[config.mk]
export PLATFORM = sky130hd
export DESIGN_NAME = pfd_charge_pump
export DESIGN_NICKNAME = d
export VERILOG_FILES = /design/src/rtl/pfd_charge_pump.sv
export SDC_FILE = /design/constraint.sdc
export NUM_CORES = 1
export LEC_CHECK = 0
export CAP_MARGIN = 5
export CELL_PAD_IN_SITES_DETAIL_PLACEMENT = 1
export CELL_PAD_IN_SITES_GLOBAL_PLACEMENT = 1
export CORE_UTILIZATION = 41
export DETAILED_ROUTE_END_ITERATION = 10
export PLACE_DENSITY = 0.89
export SLEW_MARGIN = 15
export SYNTH_ARGS = -nofsm -noshare
export SYNTH_HDL_FRONTEND = slang
export SYNTH_SLANG_ARGS = --single-unit
[constraint.sdc]
create_clock -name clk -period 4.1 [get_ports clk]
set_input_delay 0.82 -clock clk [delete_from_list [all_inputs] [get_ports clk]]
set_output_delay 0.82 -clock clk [all_outputs]
set_load 0.01 [all_outputs]
[src/rtl/pfd_charge_pump.sv]
// Phase-frequency detector with a saturating digital charge pump.
// refclk/fbclk are oversampled by clk; up/down pulse widths in clk cycles
// equal the phase error, and vctrl integrates them as the loop-filter code.
module pfd_charge_pump #(
    parameter int unsigned CODE_W    = 12,
    parameter int unsigned STEP      = 16,
    parameter int unsigned INIT_CODE = 2048
) (
    input  logic              clk,
    input  logic              rst,
    input  logic              en,
    input  logic              refclk,
    input  logic              fbclk,
    output logic              up,
    output logic              down,
    output logic [CODE_W-1:0] vctrl,
    output logic              sat_hi,
    output logic              sat_lo
);

    localparam logic [CODE_W:0]   MAX_X  = {1'b0, {CODE_W{1'b1}}};
    localparam logic [CODE_W:0]   STEP_X = (CODE_W + 1)'(STEP);
    localparam logic [CODE_W-1:0] INIT_V = CODE_W'(INIT_CODE);

    // bit 0 = s1, bit 1 = s2, bit 2 = history (s3)
    logic [2:0] ref_sync;
    logic [2:0] fb_sync;

    logic ref_rise;
    logic fb_rise;
    logic up_n;
    logic dn_n;
    logic up_nxt;
    logic down_nxt;

    logic [CODE_W:0]   sum_x;
    logic [CODE_W:0]   diff_x;
    logic [CODE_W-1:0] vctrl_nxt;

    // Synchronizers keep running regardless of en so re-enabling never sees a stale edge
    always_ff @(posedge clk or posedge rst) begin
        if (rst) begin
            ref_sync <= '0;
            fb_sync  <= '0;
        end else begin
            ref_sync <= {ref_sync[1:0], refclk};
            fb_sync  <= {fb_sync[1:0], fbclk};
        end
    end

    assign ref_rise = ref_sync[1] & ~ref_sync[2];
    assign fb_rise  = fb_sync[1] & ~fb_sync[2];

    // PFD next state: clearing both at once when both would be set gives zero dead zone
    always_comb begin
        up_nxt   = 1'b0;
        down_nxt = 1'b0;
        up_n     = up | ref_rise;
        dn_n     = down | fb_rise;
        if (en && !(up_n && dn_n)) begin
            up_nxt   = up_n;
            down_nxt = dn_n;
        end
    end

    // PFD state register
    always_ff @(posedge clk or posedge rst) begin
        if (rst) begin
            up   <= 1'b0;
            down <= 1'b0;
        end else begin
            up   <= up_nxt;
            down <= down_nxt;
        end
    end

    // Charge pump: one extra bit catches overflow/borrow so the code clamps instead of wrapping
    always_comb begin
        sum_x     = {1'b0, vctrl} + STEP_X;
        diff_x    = {1'b0, vctrl} - STEP_X;
        vctrl_nxt = vctrl;
        if (up && !down) begin
            vctrl_nxt = (sum_x > MAX_X) ? MAX_X[CODE_W-1:0] : sum_x[CODE_W-1:0];
        end else if (down && !up) begin
            vctrl_nxt = diff_x[CODE_W] ? '0 : diff_x[CODE_W-1:0];
        end
    end

    // Loop-filter code register
    always_ff @(posedge clk or posedge rst) begin
        if (rst) begin
            vctrl <= INIT_V;
        end else begin
            vctrl <= vctrl_nxt;
        end
    end

    assign sat_hi = (vctrl == {CODE_W{1'b1}});
    assign sat_lo = (vctrl == '0);

endmodule

==> results of run 1 <==
[stage by stage]
stage | util, % | power, mW | setup WS [ns]
after floorplan | - | 0.5381 | 2.058
after global placement | 50.60 | 0.6568 | 1.534
after detailed placement | 50.60 | 0.6873 | 1.444
after CTS | 51.80 | 0.7921 | 1.087
after global routing | 51.80 | 0.8466 | 0.9722
final | 51.80 | 0.7936 | 1.075
[final timing paths]
kind / start / to / slack, ns / depth (start not counted)
setup / recovery: vctrl[6]$_DFFE_PP0P_ / sat_lo / 1.07 / 3
hold / removal: fb_sync[0]$_DFF_PP0_ / fb_sync[1]$_DFF_PP0_ / 0.37 / 0
setup reg to reg: vctrl[4]$_DFFE_PP0P_ / vctrl[6]$_DFFE_PP0P_ / 1.66 / 7
hold reg to reg: fb_sync[0]$_DFF_PP0_ / fb_sync[1]$_DFF_PP0_ / 0.37 / 0
max in group asynchronous: rst / vctrl[6]$_DFFE_PP0P_ / 2.78 / 2
min in group asynchronous: rst / vctrl[4]$_DFFE_PP0P_ / 0.90 / 2
[routing by layer]
metal,vias to the layer above,part of all wire [%],GRT usage (%)
met4,0,0.26,6.140
met3,2,4.5,6.322
li1,475,-,-
met1,503,45,31.24
met5,-,0,0
met2,31,50,39.17
[final cells by class]
type,instances,share of cell area [%]
Inverter,10,2.899
Tap cell,30,2.899
Sequential cell,17,32.95
Multi-Input combinational cell,86,43.48
Clock inverter,1,0.5797
Timing Repair Buffer,20,15.46
Clock buffer,3,1.739
[power groups by stage]
stage	Combinational, mW	Clock (mW)	Sequential (mW)
3_5_place_dp	0.369	0	0.319
3_3_place_gp	0.350	0	0.307
5_1_grt	0.412	0.107	0.327
6_report	0.374	0.0985	0.321
4_1_cts	0.374	0.102	0.316
2_1_floorplan	0.261	0	0.277
[cells in the mapped netlist, drive strengths merged (2+ instances only)]
master and count:
nand4 5, o211ai 2, and4 2, inv 10, nand3 6, buf 7, ha 5, o311ai 2
o21ai 9, a31oi 3, nor2 7, nor4 2, a32oi 2, and3 2, dfrtp 16, nand2 7
clkbuf 4, a21oi 9, xor2 4, nor3 5
[cells in the final DEF (no fill, tap or decap), types with 2 or more instances in the layout]
| cell | Yosys | final |
|---|---|---|
| a21oi_1 | 9 | 9 |
| o21ai_0 | 9 | 9 |
| clkdlybuf4s50_1 | 0 | 20 |
| nand4_1 | 5 | 5 |
| a31oi_1 | 3 | 3 |
| and3_1 | 2 | 2 |
| and4_1 | 2 | 2 |
| ha_1 | 5 | 5 |
| nor2_1 | 7 | 7 |
| xor2_1 | 4 | 4 |
| inv_1 | 10 | 10 |
| nor4_1 | 2 | 2 |
| dfrtp_1 | 16 | 16 |
| nor3_1 | 4 | 4 |
| a32oi_1 | 2 | 2 |
| o211ai_1 | 2 | 2 |
| clkbuf_4 | 0 | 3 |
| nand3_1 | 5 | 5 |
| nand2_1 | 7 | 7 |
[worst max-delay path, stage by stage (launching register included)]
cell and delay (ns):
dfrtp_1 0.55, nor3_2 0.56, and4_1 0.27, clkdlybuf4s50_1 0.53
[kinds of logic (layout without fill, tap and decap cells)]
kind of cell	count (synthesis)	after routing	share of synthesized area, %
AO/OA/AOI/OAI	35	35	20.85
AND/OR/NAND/NOR	41	41	21.08
multiplexers	1	1	0.9217
flip-flops	17	17	39.29
buffers and inverters	21	34	8.871
XOR/XNOR	4	4	3.225
adder cells (fa/ha/maj)	5	5	5.760
[sequential cells by signal (all words and copies together) (netlist names)]
name,count
vctrl,9
fb_sync,3
ref_sync,3
down,1
up,1
==> metrics, run 1 <==
Area Growth Syn to Fin=19.24%; sequential share of power=40.4%; Pleak=0.5428 nW; die height=53.47 um; syn nets=134; Worst-Skew Late Latency=0.30 ns; RePlAce Congestion=0.8729; clock share of power=12.4%; PwrDens=612.8 nW/um^2; RSZ-0062 raised after global routing=false; H-tree depth=1; sequential-to-total area share from yosys stat=39.29%; FF/Latch Area=426.7 sq um; post-route cell area=1295 sq um; async set or reset register ratio after synthesis=100.0%; switching power=374.2 uW; multi-input logic area=563.0 sq um; io pins=21; Internal=419.3 uW; worst-margin pin slew=0.6595 ns; synth unique cells=40; Final Critical Period=3.025 ns; final WL=3.054 mm; Cells after DPL=163; Net Sw Frac=47.16%; top-area cell type share of the netlist area=36.87%; Fin. Hold Viols=0; row cnt=18; DRC=0; Crit. End Element=output port; maximum clock rate=0.3305 GHz; synthesized instance count=124; post-DR vias/cell=6.054; Post-DRT Antenna Nets=0; Slew Viols, Final=0; crit path DAT=2.21 ns; worst hold margin=0.3683 ns; critical path class=flip-flop to output port; cts repair resizes=0; vias in the first global route=998; all-layer global routing usage=24.12%; Buffers on Ports=20; Worst setup SP type=flip-flop; #FFs+latches synth=17; Final #Nets=148; largest net degree at the start of global routing=18; Worst-path clk slew=0.11 ns; # fillers=307; first-pass GRT wire length=4.830 mm; Placed Area=1265 sq um; Non-Filler Instances=167; CP required=3.28 ns; Combinational Power Share=47.2%; VDD IR-drop max=0.0003282 V; # setup viols final=0; post-route setup TNS=0 ns; Hold Buf Count CTS=0; Core Region=2500 sq um; Yosys warnings=0; share of cells above drive strength 1=5.109%; ANT cells=0; maximum clock path buffer count=2; CTS tree=yes; die area=2859 sq um; # clock sinks=17; Clock Root Buffer=clkbuf_4; initial antenna violation count=0; Initial Utilization=43.44%; Iter 0 DRT Violations=32; synth top area cells=dfrtp_1 (37%), ha_1 (5.8%), a21oi_1 (4.1%); worst-path maximum fanout=12; routed len/inst=18.29 um; Final HPWL DP=2.208 mm; clk_skew=0.009540 ns; Synth area leader=dfrtp_1; fin crit share=73.79%; 1st-pass router iterations=4; outcome=completed; mapped cell area=1086 sq um; Die W=53.47 um; syn_area_per_cell=8.758 sq um; Slew HR=55.99%; HP Class=flip-flop to flip-flop; routed vias=1011; number of buffers created by CTS=3; GRT Residual Overflow=0; Post CTS Setup Buffer Count=0; number of flops mapped to enable cells by yosys=0; max cap viols=0; Top FF cell, synth=dfrtp_1
No activity file was read; power rests on OpenSTA's default activity.
==> run 2: changes to the inputs <==
--- a/config.mk
+++ b/config.mk
@@ -8,9 +8,9 @@
 export CAP_MARGIN = 5
 export CELL_PAD_IN_SITES_DETAIL_PLACEMENT = 1
 export CELL_PAD_IN_SITES_GLOBAL_PLACEMENT = 1
-export CORE_UTILIZATION = 41
+export CORE_UTILIZATION = 34
 export DETAILED_ROUTE_END_ITERATION = 10
-export PLACE_DENSITY = 0.89
+export PLACE_DENSITY = 0.79
 export SLEW_MARGIN = 15
 export SYNTH_ARGS = -nofsm -noshare
 export SYNTH_HDL_FRONTEND = slang
==> constraint.sdc (replaced) <==
create_clock -name clk -period 2.56 [get_ports clk]
set_input_delay 0.512 -clock clk [delete_from_list [all_inputs] [get_ports clk]]
set_output_delay 0.512 -clock clk [all_outputs]
set_load 0.01 [all_outputs]
==> metrics, run 2 (synthesis results as in run 1) <==
Internal=718.9 uW; max reg flops=9; CP required=2.05 ns; largest net degree at the start of global routing=18; VDD IR-drop max=0.0003196 V; Finished Core Util=44.30%; all-layer global routing usage=20.26%; # clock sinks=17; post-route setup TNS=0 ns; Slew HR=58.05%; R2R Path End=vctrl[6]$_DFFE_PP0P_; ANT cells=0; reg2reg start=vctrl[4]$_DFFE_PP0P_; worst-margin pin slew=0.6285 ns; Slowest-stage cell, CP=clkdlybuf4s50_1; cells along the critical path=and4_1, nand4_1, nor2_1, clkdlybuf4s50_1; # setup viols final=0; Max stage delay on crit path=0.55 ns; share of cells above drive strength 1=12.23%; Non-Filler Instances=183; Buffers on Ports=20; Fin. Hold Viols=0; Core Region=3053 sq um; io pins=21; GRT Residual Overflow=0; Iter 0 DRT Violations=32; switching power=614.8 uW; Worst-path clk slew=0.10 ns; fin crit share=95.63%; Clock Root Buffer=clkbuf_4; routed vias=1003; post-DR vias/cell=5.481; Post-DRT Antenna Nets=0; Die W=58.52 um; Worst setup SP type=flip-flop; max cap viols=0; hold-critical path depth=0; Net Sw Frac=46.10%; maximum clock rate=0.4085 GHz; die height=58.52 um; Worst-Skew Late Latency=0.31 ns; # fillers=374; Final HPWL DP=2.231 mm; Final Critical Period=2.448 ns; 1st-pass router iterations=4; critical path class=flip-flop to output port; HP Class=flip-flop to flip-flop; row cnt=20; Largest regs=vctrl x9, fb_sync x3, ref_sync x3; commonest non-fill, non-tap cell in the layout=clkdlybuf4s50_1; worst-path maximum fanout=10; clk_skew=0.002569 ns; multi-input logic area=580.6 sq um; maximum clock path buffer count=2; delay-heaviest family, CP=simple AND/OR/NAND/NOR gates; final worst setup slack=0.1119 ns; clock share of power=11.6%; pre-CTS WS=0.2956 ns; crit path DAT=1.94 ns; Final #Nets=150; Buf/Inv on CP=1; first-pass GRT wire length=5.202 mm; number of buffers created by CTS=3; min-delay src=ref_sync[0]$_DFF_PP0_; WHS Endpoint=ref_sync[1]$_DFF_PP0_; H-tree depth=1; Reg2Reg Depth=7; outcome=completed; Biggest register=vctrl; flop2flop setup slack=0.39 ns; initial antenna violation count=0; CTS tree=yes; RePlAce Congestion=0.8868; Crit. End Element=output port; Slew Viols, Final=0; RSZ-0062 raised after global routing=false; DRC=0; commonest non-fill, non-tap cells in the layout=clkdlybuf4s50_1 (20), inv_1 (10), dfrtp_1 (10), o21ai_0 (9), a21oi_1 (9); final WL=3.116 mm; PwrDens=986.1 nW/um^2; Cells after DPL=179; die area=3424 sq um; Combinational Power Share=48.6%; Total Power=1.334 mW; FF/Latch Area=434.2 sq um; sequential share of power=39.8%; Area Growth Syn to Fin=24.54%; vias in the first global route=1070; routed len/inst=17.03 um; Pleak=0.5473 nW; Initial Utilization=35.57%
[run 2: how the worst max path moves through the flow]
stage / start / end / slack (ns) / depth (start not counted)
global route: vctrl[9]$_DFFE_PP0P_ / sat_hi / 0.005 / 4
global placement: vctrl[5]$_DFFE_PP0P_ / sat_hi / 0.31 / 4
detailed placement: vctrl[4]$_DFFE_PP0P_ / sat_hi / 0.30 / 4
finish: vctrl[7]$_DFFE_PP0P_ / sat_hi / 0.11 / 4
floorplan: vctrl[4]$_DFFE_PP0P_ / vctrl[10]$_DFFE_PP0P_ / 0.66 / 7
CTS: vctrl[9]$_DFFE_PP0P_ / sat_hi / 0.01 / 4
[run 2: layout make-up]
type                    instances  area share (%)
clock buffers                   3           1.665
clock inverters                 1          0.5550
inverters                      10           2.775
multi-input cells              86           42.92
flip-flops and latches         17           32.10
well taps                      44           4.070
repair buffers                 22           15.91
[run 2: metrics by stage]
step	area, sq um	hold WS (ns)
finish	1353	0.3735
global route	1353	0.3924
detailed placement	1297	0.3498
floorplan	1086	0.3312
global placement	1297	0.3390
CTS	1336	0.3784
[run 2: power by group through the flow]
stage	logic [mW]	registers [mW]	clock network, mW
3_3_place_gp	0.613	0.505	0
2_1_floorplan	0.418	0.444	0
6_report	0.648	0.531	0.154
5_1_grt	0.712	0.542	0.163
3_5_place_dp	0.628	0.510	0
4_1_cts	0.638	0.512	0.156
[run 2: layer usage]
layer | wire, um | share of wire (%) | GRT usage [%] | vias to the layer above
li1 | - | - | - | 478
met1 | 1444 | 46 | 25.66 | 497
met2 | 1525 | 49 | 33.66 | 24
met3 | 111 | 3.6 | 4.176 | 4
met4 | 34 | 1.1 | 8.503 | 0
met5 | 0 | 0 | 0 | -
[run 2: what timing repair did]
item,4_1_cts,5_1_grt
setup endpoints to repair,2,1
hold buffers,0,0
setup buffers,0,0
resized for setup,3,6
==> run 3: changes to the inputs <==
--- a/config.mk
+++ b/config.mk
@@ -5,10 +5,11 @@
 export SDC_FILE = /design/constraint.sdc
 export NUM_CORES = 1
 export LEC_CHECK = 0
+export ABC_AREA = 1
 export CAP_MARGIN = 5
 export CELL_PAD_IN_SITES_DETAIL_PLACEMENT = 1
 export CELL_PAD_IN_SITES_GLOBAL_PLACEMENT = 1
-export CORE_UTILIZATION = 34
+export CORE_UTILIZATION = 33
 export DETAILED_ROUTE_END_ITERATION = 10
 export PLACE_DENSITY = 0.79
 export SLEW_MARGIN = 15
==> metrics, run 3 <==
H-tree depth=1; Largest regs=vctrl x9, fb_sync x3, ref_sync x3; initial antenna violation count=0; Biggest register=vctrl; max cap viols=0; syn nets=169; syn_area_per_cell=7.381 sq um; 1st-pass router iterations=4; # fillers=454; Synth Area in Compound Gates=14.61%; die height=61.64 um; Synth Area in XOR/XNOR=2.239%; synth top area cells=dfrtp_1 (34%), nand2_1 (11%), inv_1 (6.7%); number of buffers created by CTS=3; Yosys warnings=0; number of flops mapped to enable cells by yosys=0; PwrDens=930.2 nW/um^2; commonest non-fill, non-tap cells in the layout=nand2_1 (34), inv_1 (21), clkdlybuf4s50_1 (19), nor2_1 (15); largest net degree at the start of global routing=18; mapped cell area=1174 sq um; Area Growth Syn to Fin=26.76%; Core Region=3363 sq um; Slew HR=57.86%; mux share of post-synthesis cell area=0.8529%; synth unique cells=31; DRC=0; clk_skew=0.005398 ns; Post-DRT Antenna Nets=0; synthesized instance count=159; critical path class=flip-flop to output port; Combinational Power Share=59.2%; Top FF cell, synth=dfrtp_1; pre-CTS WS=0.2781 ns; Initial Utilization=34.90%; Worst-path clk slew=0.10 ns; CP required=2.05 ns; # clock sinks=17; Slew Viols, Final=0; clock share of power=10.0%; VDD IR-drop max=0.0003679 V; sequential share of power=30.8%; fin crit share=96.65%; share of cells above drive strength 1=17.84%; CTS tree=yes; top post-synthesis cells by count=nand2_1 (34), inv_1 (21), dfrtp_1 (16), nor2_1 (15), nand3_1 (13); #FFs+latches synth=17; Internal=748.1 uW; Die W=61.64 um; Hold Buf Count CTS=0; Worst setup SP type=flip-flop; multi-input logic area=623.1 sq um; io pins=21; Iter 0 DRT Violations=22; Crit. End Element=output port; Buffers on Ports=20; async set or reset register ratio after synthesis=100.0%; maximum clock path buffer count=2; largest family of logic cells by synthesized area=simple AND/OR/NAND/NOR gates; Worst-Skew Late Latency=0.29 ns; GRT Residual Overflow=0; row cnt=21; routed vias=1152; sequential-to-total area share from yosys stat=36.35%; routed len/inst=14.86 um; RePlAce Congestion=0.8688; Synth area leader=dfrtp_1; post-route setup TNS=0 ns; first-pass GRT wire length=5.444 mm; Final #Nets=196; Final Critical Period=2.474 ns; Post-Synth Adder-Cell Area=5.330%; outcome=completed; Net Sw Frac=45.95%; post-DR vias/cell=4.987; max reg flops=9; Final HPWL DP=2.628 mm; flop2flop setup slack=0.56 ns; most common cell in the synthesized netlist=nand2_1; top-area cell type share of the netlist area=34.12%; Total Power=1.384 mW; FF/Latch Area=430.4 sq um; worst-margin pin slew=0.6314 ns; final WL=3.433 mm; Synth Area in Simple Gates=29.85%; Pleak=0.7198 nW; worst-path maximum fanout=6; die area=3799 sq um; # setup viols final=0; all-layer global routing usage=19.79%; switching power=635.8 uW; Clock Root Buffer=clkbuf_4; crit path DAT=1.96 ns; maximum clock rate=0.4041 GHz; Fin. Hold Viols=0; commonest non-fill, non-tap cell in the layout=nand2_1; vias in the first global route=1181; HP Class=flip-flop to flip-flop; final worst setup slack=0.08566 ns; ANT cells=0
==> run 3: power by group through the flow <==
stage          Clock, mW  Combinational (mW)  Sequential [mW]
6_report           0.139               0.819            0.426
5_1_grt            0.153               0.909            0.436
3_3_place_gp           0               0.714            0.414
3_5_place_dp           0               0.736            0.428
4_1_cts            0.149               0.740            0.426
2_1_floorplan          0               0.434            0.438
==> run 3: through the flow <==
step                      cell area (sq um)  util [%]  instances  hold WS, ns
after floorplan                        1174         -        159       0.3312
after global placement                 1414     42.04        222       0.3429
after detailed placement               1414     42.04        222       0.3357
after CTS                              1444     42.93        226       0.3733
after global routing                   1488     44.23        231       0.3750
final                                  1488     44.23        231       0.3687
==> run 3: final cells by class <==
class / count / share of cell area, %
Multi-Input combinational cell: 113 / 41.88
Sequential cell: 17 / 28.93
Timing Repair Buffer: 28 / 17.66
Inverter: 23 / 5.803
Tap cell: 46 / 3.869
Clock buffer: 3 / 1.514
Clock inverter: 1 / 0.3364
==> run 3: metal layers <==
layer,GRT usage (%),vias up,part of all wire (%),wire [um]
met3,1.261,6,2.2,77
met1,25.81,572,43,1475
met4,6.349,0,1.7,57
met5,0,-,0,0
li1,-,555,-,-
met2,34.87,19,53,1824
==> run 3: critical path, cell delays in order (launching register included) <==
cell and delay (ns):
dfrtp_2 0.46, buf_4 0.16, inv_1 0.09, ha_1 0.16, nand3_1 0.08, nor3_1 0.17
clkdlybuf4s50_1 0.56
==> run 3: cells by family (layout without fill, tap and decap cells) <==
family          count (synthesis)  after routing
mux                             1              1
flops                          17             17
buf+inv                        29             55
simple gates                   76             76
fa+ha+maj                       5              5
xor+xnor                        3              3
compound gates                 28             28
==> run 3: path summary, 6_finish.rpt <==
kind / end / from / cells past startpoint
max: sat_lo / vctrl[5]$_DFFE_PP0P_ / 6
min: fb_sync[1]$_DFF_PP0_ / fb_sync[0]$_DFF_PP0_ / 0
max reg2reg: vctrl[10]$_DFFE_PP0P_ / vctrl[5]$_DFFE_PP0P_ / 13
min reg2reg: fb_sync[1]$_DFF_PP0_ / fb_sync[0]$_DFF_PP0_ / 0
max in group asynchronous: vctrl[4]$_DFFE_PP0P_ / rst / 2
min in group asynchronous: vctrl[7]$_DFFE_PP0P_ / rst / 2
==> run 3: timing repair <==
item / 4_1_cts / 5_1_grt
gates resized for setup: 2 / 3
setup endpoints to repair: 1 / 1
endpoints found under the hold margin: 0 / 0
buffers inserted: 0 / 5
